`src/rtl/counter_pkg.sv`:
```
// Shared constants for the divide/prescale chain counters.
package counter_pkg;
  localparam int   WIDTH_DEF   = 4;
  localparam int   MOD_RST_DEF = 10;
  localparam logic UP          = 1'b1;
  localparam logic DOWN        = 1'b0;
endpackage

```
`src/rtl/mod_n_tick_counter_rise_detect.sv`:
```
// Rising-edge detector: one cycle pulse on a 0->1 of d, gated by en.
// The history flop tracks d even while disabled, so edges seen with en low are consumed.
module rise_detect (
  input  logic clk,
  input  logic reset,
  input  logic en,
  input  logic d,
  output logic pulse
);
  logic d_q;

  always_ff @(posedge clk or posedge reset) begin
    if (reset) d_q <= 1'b0;
    else       d_q <= d;
  end

  assign pulse = d & ~d_q & en;
endmodule

```
`src/rtl/mod_n_tick_counter.sv`:
```
// Modulo-N up/down event counter fed by the mod-2 toggle stage.
// Programmable modulus held in a shadow register, terminal-count pulse and sticky wrap flag.
module mod_n_tick_counter
  import counter_pkg::*;
#(
  parameter int WIDTH   = WIDTH_DEF,
  parameter int MOD_RST = MOD_RST_DEF
) (
  input  logic             clk,
  input  logic             reset,
  input  logic             en,
  input  logic             tick_in,
  input  logic             up_dn,
  input  logic             load,
  input  logic [WIDTH-1:0] load_val,
  input  logic [WIDTH-1:0] mod_val,
  input  logic             wrap_clr,
  output logic [WIDTH-1:0] count,
  output logic             tc,
  output logic             wrap
);
  logic             evt, wrap_evt;
  logic [WIDTH-1:0] mod_q, mod_eff, top;

  rise_detect u_rise (
    .clk   (clk),
    .reset (reset),
    .en    (en),
    .d     (tick_in),
    .pulse (evt)
  );

  // A zero modulus is treated as N=1 so top never underflows.
  assign mod_eff  = (mod_val == '0) ? WIDTH'(1) : mod_val;
  assign top      = mod_q - WIDTH'(1);
  assign wrap_evt = evt & ~load & ((up_dn == UP) ? (count == top) : (count == '0));

  always_ff @(posedge clk or posedge reset) begin
    if (reset) begin
      count <= '0;
      tc    <= 1'b0;
      wrap  <= 1'b0;
      mod_q <= WIDTH'(MOD_RST);
    end else begin
      tc   <= wrap_evt;
      wrap <= wrap_evt | (wrap & ~wrap_clr);
      if (load) begin
        count <= (load_val >= mod_eff) ? '0 : load_val;
        mod_q <= mod_eff;
      end else if (evt) begin
        if (up_dn == UP) count <= wrap_evt ? '0  : count + WIDTH'(1);
        else             count <= wrap_evt ? top : count - WIDTH'(1);
      end
    end
  end
endmodule
```
`config.mk`:
```
export PLATFORM = sky130hd
export DESIGN_NAME = mod_n_tick_counter
export DESIGN_NICKNAME = d
export VERILOG_FILES = /design/src/rtl/counter_pkg.sv /design/src/rtl/mod_n_tick_counter_rise_detect.sv /design/src/rtl/mod_n_tick_counter.sv
export SDC_FILE = /design/constraint.sdc
export NUM_CORES = 1
export LEC_CHECK = 0
export BUFFER_PORTS_ARGS = -buffer_cell sky130_fd_sc_hd__buf_2
export CORE_AREA = 2 2 47 49
export CTS_BUF_LIST = sky130_fd_sc_hd__clkbuf_8
export CTS_CLUSTER_SIZE = 8
export DETAILED_ROUTE_END_ITERATION = 6
export DIE_AREA = 0 0 49 51
export PLACE_DENSITY_LB_ADDON = 0.12
export SLEW_MARGIN = 20
export SYNTH_ARGS = -nofsm -noshare
export SYNTH_HDL_FRONTEND = slang
export SYNTH_SLANG_ARGS = --single-unit
```
`constraint.sdc`:
```
create_clock -name clk -period 1.6 [get_ports clk]
set_input_delay 0.16 -clock clk [delete_from_list [all_inputs] [get_ports clk]]
set_output_delay 0.16 -clock clk [all_outputs]
set_load 0.01 [all_outputs]
```
## Yosys cells after proc, flatten, opt, wreduce, memory -nomap -nowiden

Index checks and enable logic that the tools add are counted.

- Bitwise operators: 9
- $lt $le $gt $ge: 1
- Equality and inequality tests: 1
- Reductions and logical operators: 3
- $add $sub $neg: 3
- Muxes and demuxes: 8

Operators with widths:

| kind | number |
|---|---|
| 4-bit two-way mux | 7 |
| 4-bit zero test | 2 |
| 4-bit by 1-bit subtractor with 4-bit output, second input constant | 2 |
| 1-bit AND | 5 |
| 4-bit by 1-bit adder with 4-bit output, second input constant | 1 |
| 4-bit equality test | 1 |
| 4-bit >= comparator | 1 |
| 1-bit NOT | 3 |
| 2-bit nonzero test | 1 |
| 1-bit two-way mux | 1 |
| 1-bit bitwise OR | 1 |

- Input bits: 15
- Bits in registers: 11
- Word-level logic and storage cells: 30
- Output and inout port bits: 6

## Depth between registers and ports, before layout

Gate-level depths: netlist of run 1.

- Depth in word-level cells: 9
- Mapped depth: 7
- Depth with buffers taken out: 7

## Hierarchy

A second synthesis of run 1 with hierarchy kept.

- Cells, all modules: 100
- Area total of the unflattened synthesis: 919.6 um2

By module, submodules not included:

| module | times used | area each (um2) | sequential area each (um2) | cells each |
|---|---|---|---|---|
| mod_n_tick_counter | 1 | 882.1 | 252.7 | 97 |
| rise_detect | 1 | 37.5 | 25.0 | 3 |

## Worst setup path before layout of run 1

Ideal clock, no wire load.

- Kind: register to register
- Start: reg count[0]
- End: reg count[2]
- Arrival time: 1591 ps
- Data required time: 1464 ps
- Path buffers: 1
- Path slack: -127 ps
- Stages on the path, launching flop included: 8
- Path through: dfrtp_1 -> inv_1 -> ha_1 -> or3b_1 -> clkbuf_1 -> mux2i_1 -> a22oi_1 -> o211ai_1

- Word-level cells in the longest chain between the ends: 7
- Elaborated cells between the ends (all ways): 11
- Those cells by class: add/sub: 2; eq/ne: 1; mux: 6; bitwise: 1; reduce/logical: 1

RTL lines:

| item | RTL line | source |
|---|---|---|
| start, declared | mod_n_tick_counter.sv:18 | `output logic [WIDTH-1:0] count,` |
| start signal, assigned | mod_n_tick_counter.sv:48 | `count <= (load_val >= mod_eff) ? '0 : load_val;` |
| start signal, assigned | mod_n_tick_counter.sv:51 | `if (up_dn == UP) count <= wrap_evt ? '0 : count + WIDTH'(1);` |
| start signal, assigned | mod_n_tick_counter.sv:52 | `else count <= wrap_evt ? top : count - WIDTH'(1);` |
| 4-bit equality test or 4-bit zero test (tied branches) | mod_n_tick_counter.sv:36 | `assign wrap_evt = evt & ~load & ((up_dn == UP) ? (count == top) : (count == '0));` |
| 1-bit two-way mux | mod_n_tick_counter.sv:36 |  |
| 1-bit AND | mod_n_tick_counter.sv:36 |  |
| 4-bit two-way mux (on tied branches) | mod_n_tick_counter.sv:52, mod_n_tick_counter.sv:51 |  |
| 4-bit two-way mux (*) | mod_n_tick_counter.sv:51 |  |
| 4-bit two-way mux (*) | mod_n_tick_counter.sv:50 | `end else if (evt) begin` |
| 4-bit two-way mux (*) | mod_n_tick_counter.sv:47 | `if (load) begin` |

Every way passes the cells marked *; elsewhere a longest branch is shown, timed or not. The select of a mux whose other input is x is not followed.
A chain may end at the register's enable or synchronous reset.

## Final worst setup path of run 1

- Start: reg mod_q[1]
- End: reg count[0]

- Word-level cells in the longest chain between the ends: 8
- Elaborated cells between the ends (all ways): 9
- Those cells by class: add/sub: 1; eq/ne: 1; mux: 6; bitwise: 1

RTL lines:

| item | RTL line | source |
|---|---|---|
| start, declared | mod_n_tick_counter.sv:23 | `logic [WIDTH-1:0] mod_q, mod_eff, top;` |
| start signal, assigned | mod_n_tick_counter.sv:43 | `mod_q <= WIDTH'(MOD_RST);` |
| start signal, assigned | mod_n_tick_counter.sv:49 | `mod_q <= mod_eff;` |
| 4-bit by 1-bit subtractor with 4-bit output (*) | mod_n_tick_counter.sv:35 | `assign top = mod_q - WIDTH'(1);` |
| 4-bit equality test (*) | mod_n_tick_counter.sv:36 |  |
| 1-bit two-way mux (*) | mod_n_tick_counter.sv:36 |  |
| 1-bit AND (*) | mod_n_tick_counter.sv:36 |  |
| 4-bit two-way mux (on tied branches) | mod_n_tick_counter.sv:52, mod_n_tick_counter.sv:51 |  |
| 4-bit two-way mux (*) | mod_n_tick_counter.sv:51 |  |
| 4-bit two-way mux (*) | mod_n_tick_counter.sv:50 |  |
| 4-bit two-way mux (*) | mod_n_tick_counter.sv:47 |  |

Marked as above.

==> results of run 1 <==
[timing repair]
item	4_1_cts	5_1_grt
hold buffers	1	0
endpoints found under the setup margin	6	6
pin swaps	9	2
buffers inserted	2	0
gates cloned	0	0
hold endpoints to repair	9	0
resized for setup	2	2
[cell type report]
type                       instances  area, um2
clock inverter                     1      3.754
clock buffer                       3      41.29
tap                               28      35.03
inverter                          13      48.80
multi-input combinational         62      556.8
sequential                        11      280.3
fill                             203      867.1
timing repair buffer              37      230.2
[flip-flops by register name, indices dropped and copies added, names as in the netlist]
| signal | flops |
|---|---|
| mod_q | 4 |
| wrap | 1 |
| tc | 1 |
| count | 4 |
| u_rise.d_q | 1 |
[metrics by stage]
| stage | utilization, % | std cells | setup TNS (ns) | hold WS [ns] |
|---|---|---|---|---|
| CTS | 57.49 | 155 | -0.3761 | 0.06459 |
| global route | 57.97 | 155 | -0.7587 | 0.07082 |
| floorplan | - | 88 | -0.04103 | 0.01087 |
| detailed placement | 53.49 | 148 | -0.4241 | 0.1830 |
| global placement | 53.49 | 148 | -0.3465 | 0.1816 |
| finish | 57.97 | 155 | -0.3315 | 0.06774 |
[where the power goes]
part / switching [mW] / internal (mW)
registers: 0.0272 / 0.311
logic: 0.206 / 0.226
clock network: 0.105 / 0.169
total: 0.337 / 0.706
[cell usage after synthesis]
cell type	count
inv_1	13
dfrtp_1	9
ha_1	8
nand2_1	5
o211ai_1	5
a22oi_1	4
xnor2_1	4
xor2_1	4
mux2_2	3
nor3_1	3
o21ai_0	3
dfstp_2	2
mux2i_1	2
nand3_1	2
nor2_1	2
a21oi_1	1
a22o_1	1
a31o_2	1
a31oi_1	1
and2_1	1
buf_2	1
clkbuf_1	1
nand2b_1	1
nand4_1	1
nand4bb_1	1
nor3_2	1
nor3b_1	1
nor4_1	1
nor4bb_1	1
o2111a_1	1
o22ai_2	1
o311ai_2	1
or3b_1	1
xnor3_1	1
[final timing paths]
path / start / end / depth (start not counted)
max in group asynchronous: reset / mod_q[3] / 3
hold / removal: tick_in / u_rise.d_q / 1
setup / recovery: mod_q[1] / count[0] / 7
setup reg to reg: mod_q[1] / count[0] / 7
min in group asynchronous: reset / count[3] / 3
hold reg to reg: wrap / wrap / 1
[cells by family after synthesis]
kind of cell	after synthesis	share of synthesized area, %
DFF	11	32.41
AOI/OAI and AO/OA	19	17.66
xor gates and xnor gates	9	10.80
buffers and inverters	15	6.715
muxes	5	6.277
and+or+nand+nor	21	14.46
adders and majority gates	8	11.68
[per-layer routing]
metal  vias up  routed length, um  global-route usage (%)
met3        10                103                   3.801
met4         0                 66                   12.38
li1        395                  -                       -
met2        30               1105                   35.84
met1       373                895                   20.74
met5         -                  0                       0
[worst register-to-register path, delay by kind of cell (launching register included)]
family / cells / cell delay (ns)
compound gates: 2 / 0.34
xor+xnor: 1 / 0.18
fa+ha+maj: 1 / 0.25
buf+inv: 2 / 0.18
flops: 1 / 0.53
simple gates: 1 / 0.10
==> summary.md, run 1 <==
| Metric | Value |
|---|---|
| Status | `complete, but fails checks` |
| Failing checks | `setup timing` |
| DRT iter0 DRCs | `23` |
| Final critical-path required period | `1.675 ns` |
| Flop and latch count out of synthesis | `11` |
| Count of buffer and inverter cells on the critical path | `2` |
| DRC violations left | `0` |
| Cell-by-cell trace of the critical path | `inv_2 > ha_4 > xor2_2 > buf_4 > nand4_1 > o22ai_2 > o311ai_2` |
| Post-DP HPWL | `1.639 mm` |
| Period utilisation layout | `104.7%` |
| Post-route ant nets | `0` |
| Total number of vias | `808` |
| Number of CTS-inserted buffers | `3` |
| Leading cell type in the layout, fill and taps excluded | `buf_2` |
| Global-route wire length before repair | `3.567 mm` |
| Number of core rows | `17` |
| Max Cap Violations | `0` |
| Final hold violations | `0` |
| Mean routed wirelength per cell | `14.00 um` |
| Placeable core region | `0.002063 mm2` |
| Crit path arrival time | `1.81 ns` |
| Library cell occupying the most area in the post-synthesis netlist | `dfrtp_1` |
| Initial Utilization | `41.54%` |
| Root Driver | `clkbuf_8` |
| Max H-tree Level | `1` |
| Clock-pin slew on the worst setup and hold paths | `0.05 ns` |
| Unique masters post-synth | `34` |
| Area of the mapped netlist | `857.1 um2` |
| Clock Skew | `0.004145 ns` |
| Number of vias per cell after detailed routing | `5.213` |
| Required time worst endpoint | `1.73 ns` |
| CP endpoint kind | `register` |
| Net count of the finished layout | `151` |
| Ratio of cells with drive above 1 in the final layout | `44.88%` |
| Post-synthesis to final-layout area growth | `39.56%` |
| Top cell family by delay on the critical path | `flip-flops` |
| Leading cell types in the layout, fill and taps excluded | `buf_2, buf_4, inv_1, dfrtp_1, ha_1` |
| Die area | `0.002499 mm2` |
| Final Total Pwr | `1.043 mW` |
| Fmax | `0.5971 GHz` |
| Chip height | `51 um` |
| Largest cells by area after synthesis | `dfrtp_1, ha_1, dfstp_2` |
| Iteration count of the initial detailed-routing pass | `4` |
| Cell type of the slowest stage on the worst timing path | `dfstp_2` |
| Global router's overall resource usage | `19.59%` |
| Total of warnings raised by yosys | `0` |
| Slew headroom | `70.28%` |
| Cell area after placement | `0.001104 mm2` |
| Reg-to-reg setup timing slack | `-0.07 ns` |
| I/O pins | `21` |
| Seq/Total Area, Yosys | `32.41%` |
| Startpoint type of the worst setup path | `register` |
| Cell area after layout | `0.001196 mm2` |
| Synthesized netlist net count | `111` |
| Number of antenna violations at the first check in global routing | `0` |
| Horizontal die dimension | `49 um` |
| Largest stage delay on the critical path | `0.53 ns` |
| Number of global-route vias before repair | `825` |
| Antenna diode count | `0` |
| Total clock sinks | `11` |
| Maximum net fanout on the critical path | `3` |
| Pwr dens | `872.0 mW/mm2` |
| Clock tree from TritonCTS | `built` |
| Worst setup slack after layout | `-0.07465 ns` |
| Global route total overflow | `0` |
| Mean cell area of the mapped netlist | `9.739 um2` |
| Worst vdd rail ir drop | `0.0006048 V` |
| Clock insertion delay at the later pin of the skew report | `0.24 ns` |
| Largest net degree at the start of global routing | `12` |
| Cell leakage power | `0.5841 nW` |
| Total wire length | `2.170 mm` |
| RSZ-0062 raised after global routing | `true` |
| Top-area cell type share of the netlist area | `26.28%` |
| Count of mapped cells out of synthesis | `88` |
| Quantity of I/O buffers inserted on ports | `20` |
| Crit Path Category | `register to register` |
| Max-slew violation count | `0` |
| Final setup violation count | `6` |
| Setup Slack @ Placement | `-0.1439 ns` |
| Clock tree buffer depth | `2` |
| Hold/Removal Path Class | `primary input to register` |
| Transition at the pin with the smallest max-transition slack | `0.4437 ns` |
| Routability cong. | `0.8514` |
Note: power is estimated with default switching activity, not from simulation.
==> inputs of run 2 (changes only) <==
- CELL_PAD_IN_SITES_DETAIL_PLACEMENT: unset -> 0
- CELL_PAD_IN_SITES_GLOBAL_PLACEMENT: unset -> 1
- CORE_AREA: 2 2 47 49 -> 2 2 52 54
- DIE_AREA: 0 0 49 51 -> 0 0 54 56
==> summary.md, run 2 (synthesis gave the netlist of run 1 again) <==
| Metric | Value |
|---|---|
| Clock tree from TritonCTS | `built` |
| DRT iter0 DRCs | `3` |
| Worst vdd rail ir drop | `0.0004439 V` |
| Fmax | `0.6120 GHz` |
| Hold depth | `1` |
| Hold/Removal Path Class | `primary input to register` |
| Number of antenna violations at the first check in global routing | `0` |
| Pwr dens | `861.0 mW/mm2` |
| Number of global-route vias before repair | `800` |
| WHS Endpoint | `u_rise.d_q` |
| Clock-pin slew on the worst setup and hold paths | `0.05 ns` |
| Global routing usage on met1 | `19.17%` |
| Clock insertion delay at the later pin of the skew report | `0.24 ns` |
| Max Cap Violations | `0` |
| Routability cong. | `0.7928` |
| Post-route ant nets | `0` |
| Die area | `0.003024 mm2` |
| Number of CTS-inserted buffers | `3` |
| Total wire length | `2.163 mm` |
| Total clock sinks | `11` |
| Number of vias per cell after detailed routing | `5.057` |
| Cells on worst reg2reg path | `6` |
| RSZ-0062 raised after global routing | `true` |
| Initial Utilization | `35.24%` |
| Mean routed wirelength per cell | `13.78 um` |
| Top cell family by delay on the critical path | `flip-flops` |
| CP endpoint kind | `register` |
| Placeable core region | `0.002432 mm2` |
| Worst setup slack after layout | `-0.03395 ns` |
| Count of buffer and inverter cells on the critical path | `1` |
| Final setup violation count | `3` |
| Chip height | `56 um` |
| Antenna diode count | `0` |
| Core occupancy in the finished layout | `49.28%` |
| Clock tree buffer depth | `2` |
| Post-synthesis to final-layout area growth | `39.85%` |
| Leading cell type in the layout, fill and taps excluded | `buf_2` |
| Reg-to-reg setup timing slack | `-0.03 ns` |
| Status | `complete, but fails checks` |
| Worst R2R Start | `mod_q[1]` |
| Period utilisation layout | `102.1%` |
| Global-route wire length before repair | `3.539 mm` |
| Number of filler cells placed in the layout | `249` |
| Cell leakage power | `0.5839 nW` |
| Global route total overflow | `0` |
| Largest net degree at the start of global routing | `12` |
| Cell type of the slowest stage on the worst timing path | `dfstp_2` |
| Quantity of I/O buffers inserted on ports | `20` |
| Worst r2r dst | `count[2]` |
| Met3 Resource Use GR | `2.688%` |
| Required time worst endpoint | `1.71 ns` |
| Placed cells | `150` |
| Layer with the highest usage after global routing | `met2` |
| Clock Skew | `0.003991 ns` |
| Number of core rows | `18` |
| Maximum net fanout on the critical path | `3` |
| Fraction of met2 tracks used by global routing | `27.35%` |
| Final hold violations | `0` |
| Cell seen most often among critical-path stages | `o211ai_1` |
| Hold path start | `tick_in` |
| Horizontal die dimension | `54 um` |
| Max H-tree Level | `1` |
| I/O pins | `21` |
| Cell-by-cell trace of the critical path | `inv_2 > ha_4 > xor2_2 > nand3_1 > o211ai_1 > o211ai_1` |
| Slew headroom | `70.39%` |
| DRC violations left | `0` |
| Final Total Pwr | `1.032 mW` |
| Final critical-path required period | `1.634 ns` |
| Crit Path Category | `register to register` |
| Max-slew violation count | `0` |
| Crit path arrival time | `1.74 ns` |
| Transition at the pin with the smallest max-transition slack | `0.4437 ns` |
| Post-DP HPWL | `1.735 mm` |
| Total number of vias | `794` |
| Largest regs | `count: 4 flops, mod_q: 4 flops` |
| Leading cell types in the layout, fill and taps excluded | `buf_2, buf_4, inv_1, dfrtp_1, ha_1` |
| Ratio of cells with drive above 1 in the final layout | `44.88%` |
| Largest stage delay on the critical path | `0.53 ns` |
| Failing checks | `setup timing` |
| Global router's overall resource usage | `16.07%` |
| Iteration count of the initial detailed-routing pass | `4` |
| Net count of the finished layout | `151` |
| Post-route non-filler standard cell count | `157` |
| Startpoint type of the worst setup path | `register` |
| Root Driver | `clkbuf_8` |
[run 2: cell counts in the layout (fill, tap and decap cells not counted)]
No cell type changed its count.
[run 2: layout make-up]
type	instances	area, um2	share of cell area (%)
multi-input cells	62	556.8	46.45
flip-flops and latches	11	280.3	23.38
repair buffers	37	230.2	19.21
inverters	13	48.80	4.071
clock buffers	3	41.29	3.445
well taps	30	37.54	3.132
clock inverters	1	3.754	0.3132
[run 2: what timing repair did]
action                                 in CTS  in global routing
hold buffers                                1                  0
pin swaps                                   6                  3
resized for setup                           4                  0
endpoints found under the hold margin       9                  0
setup buffers                               1                  1
setup endpoints to repair                   6                  6
cloned                                      0                  0
[run 2: worst max path at each step]
stage	from	to	slack [ns]	cells past startpoint
2_1_floorplan	count[0]	count[2]	-0.02	7
3_3_place_gp	mod_q[1]	count[2]	-0.13	6
3_5_place_dp	mod_q[1]	count[3]	-0.13	6
4_1_cts	mod_q[1]	count[2]	-0.03	6
5_1_grt	mod_q[1]	count[3]	-0.12	6
6_report	mod_q[1]	count[2]	-0.03	6
[run 2: where the power goes]
part	switching, mW	internal, mW
clock	0.107	0.169
sequential	0.0254	0.311
combinational	0.202	0.219
[run 2: routing by layer]
| metal | wire, um | vias to the layer above | share of wire (%) |
|---|---|---|---|
| met3 | 82 | 2 | 3.8 |
| met5 | 0 | - | 0 |
| met1 | 952 | 381 | 44 |
| li1 | - | 392 | - |
| met2 | 1110 | 19 | 51 |
| met4 | 19 | 0 | 0.88 |
[run 2: worst reg2reg max path: stages, from the launching register on]
cell      delay [ns]
dfstp_2         0.53
inv_2           0.05
ha_4            0.28
xor2_2          0.14
nand3_1         0.09
o211ai_1        0.28
o211ai_1        0.14
[run 2: through the flow]
stage	hold WS [ns]	setup WS, ns	cell area, um2	TNS [ns]
2_1_floorplan	0.01087	-0.02103	882.1	-0.04103
3_3_place_gp	0.1848	-0.1300	1106	-0.3860
3_5_place_dp	0.1895	-0.1309	1106	-0.4097
4_1_cts	0.06532	-0.03031	1191	-0.08506
5_1_grt	0.06996	-0.1189	1199	-0.3720
6_report	0.07123	-0.03395	1199	-0.07607
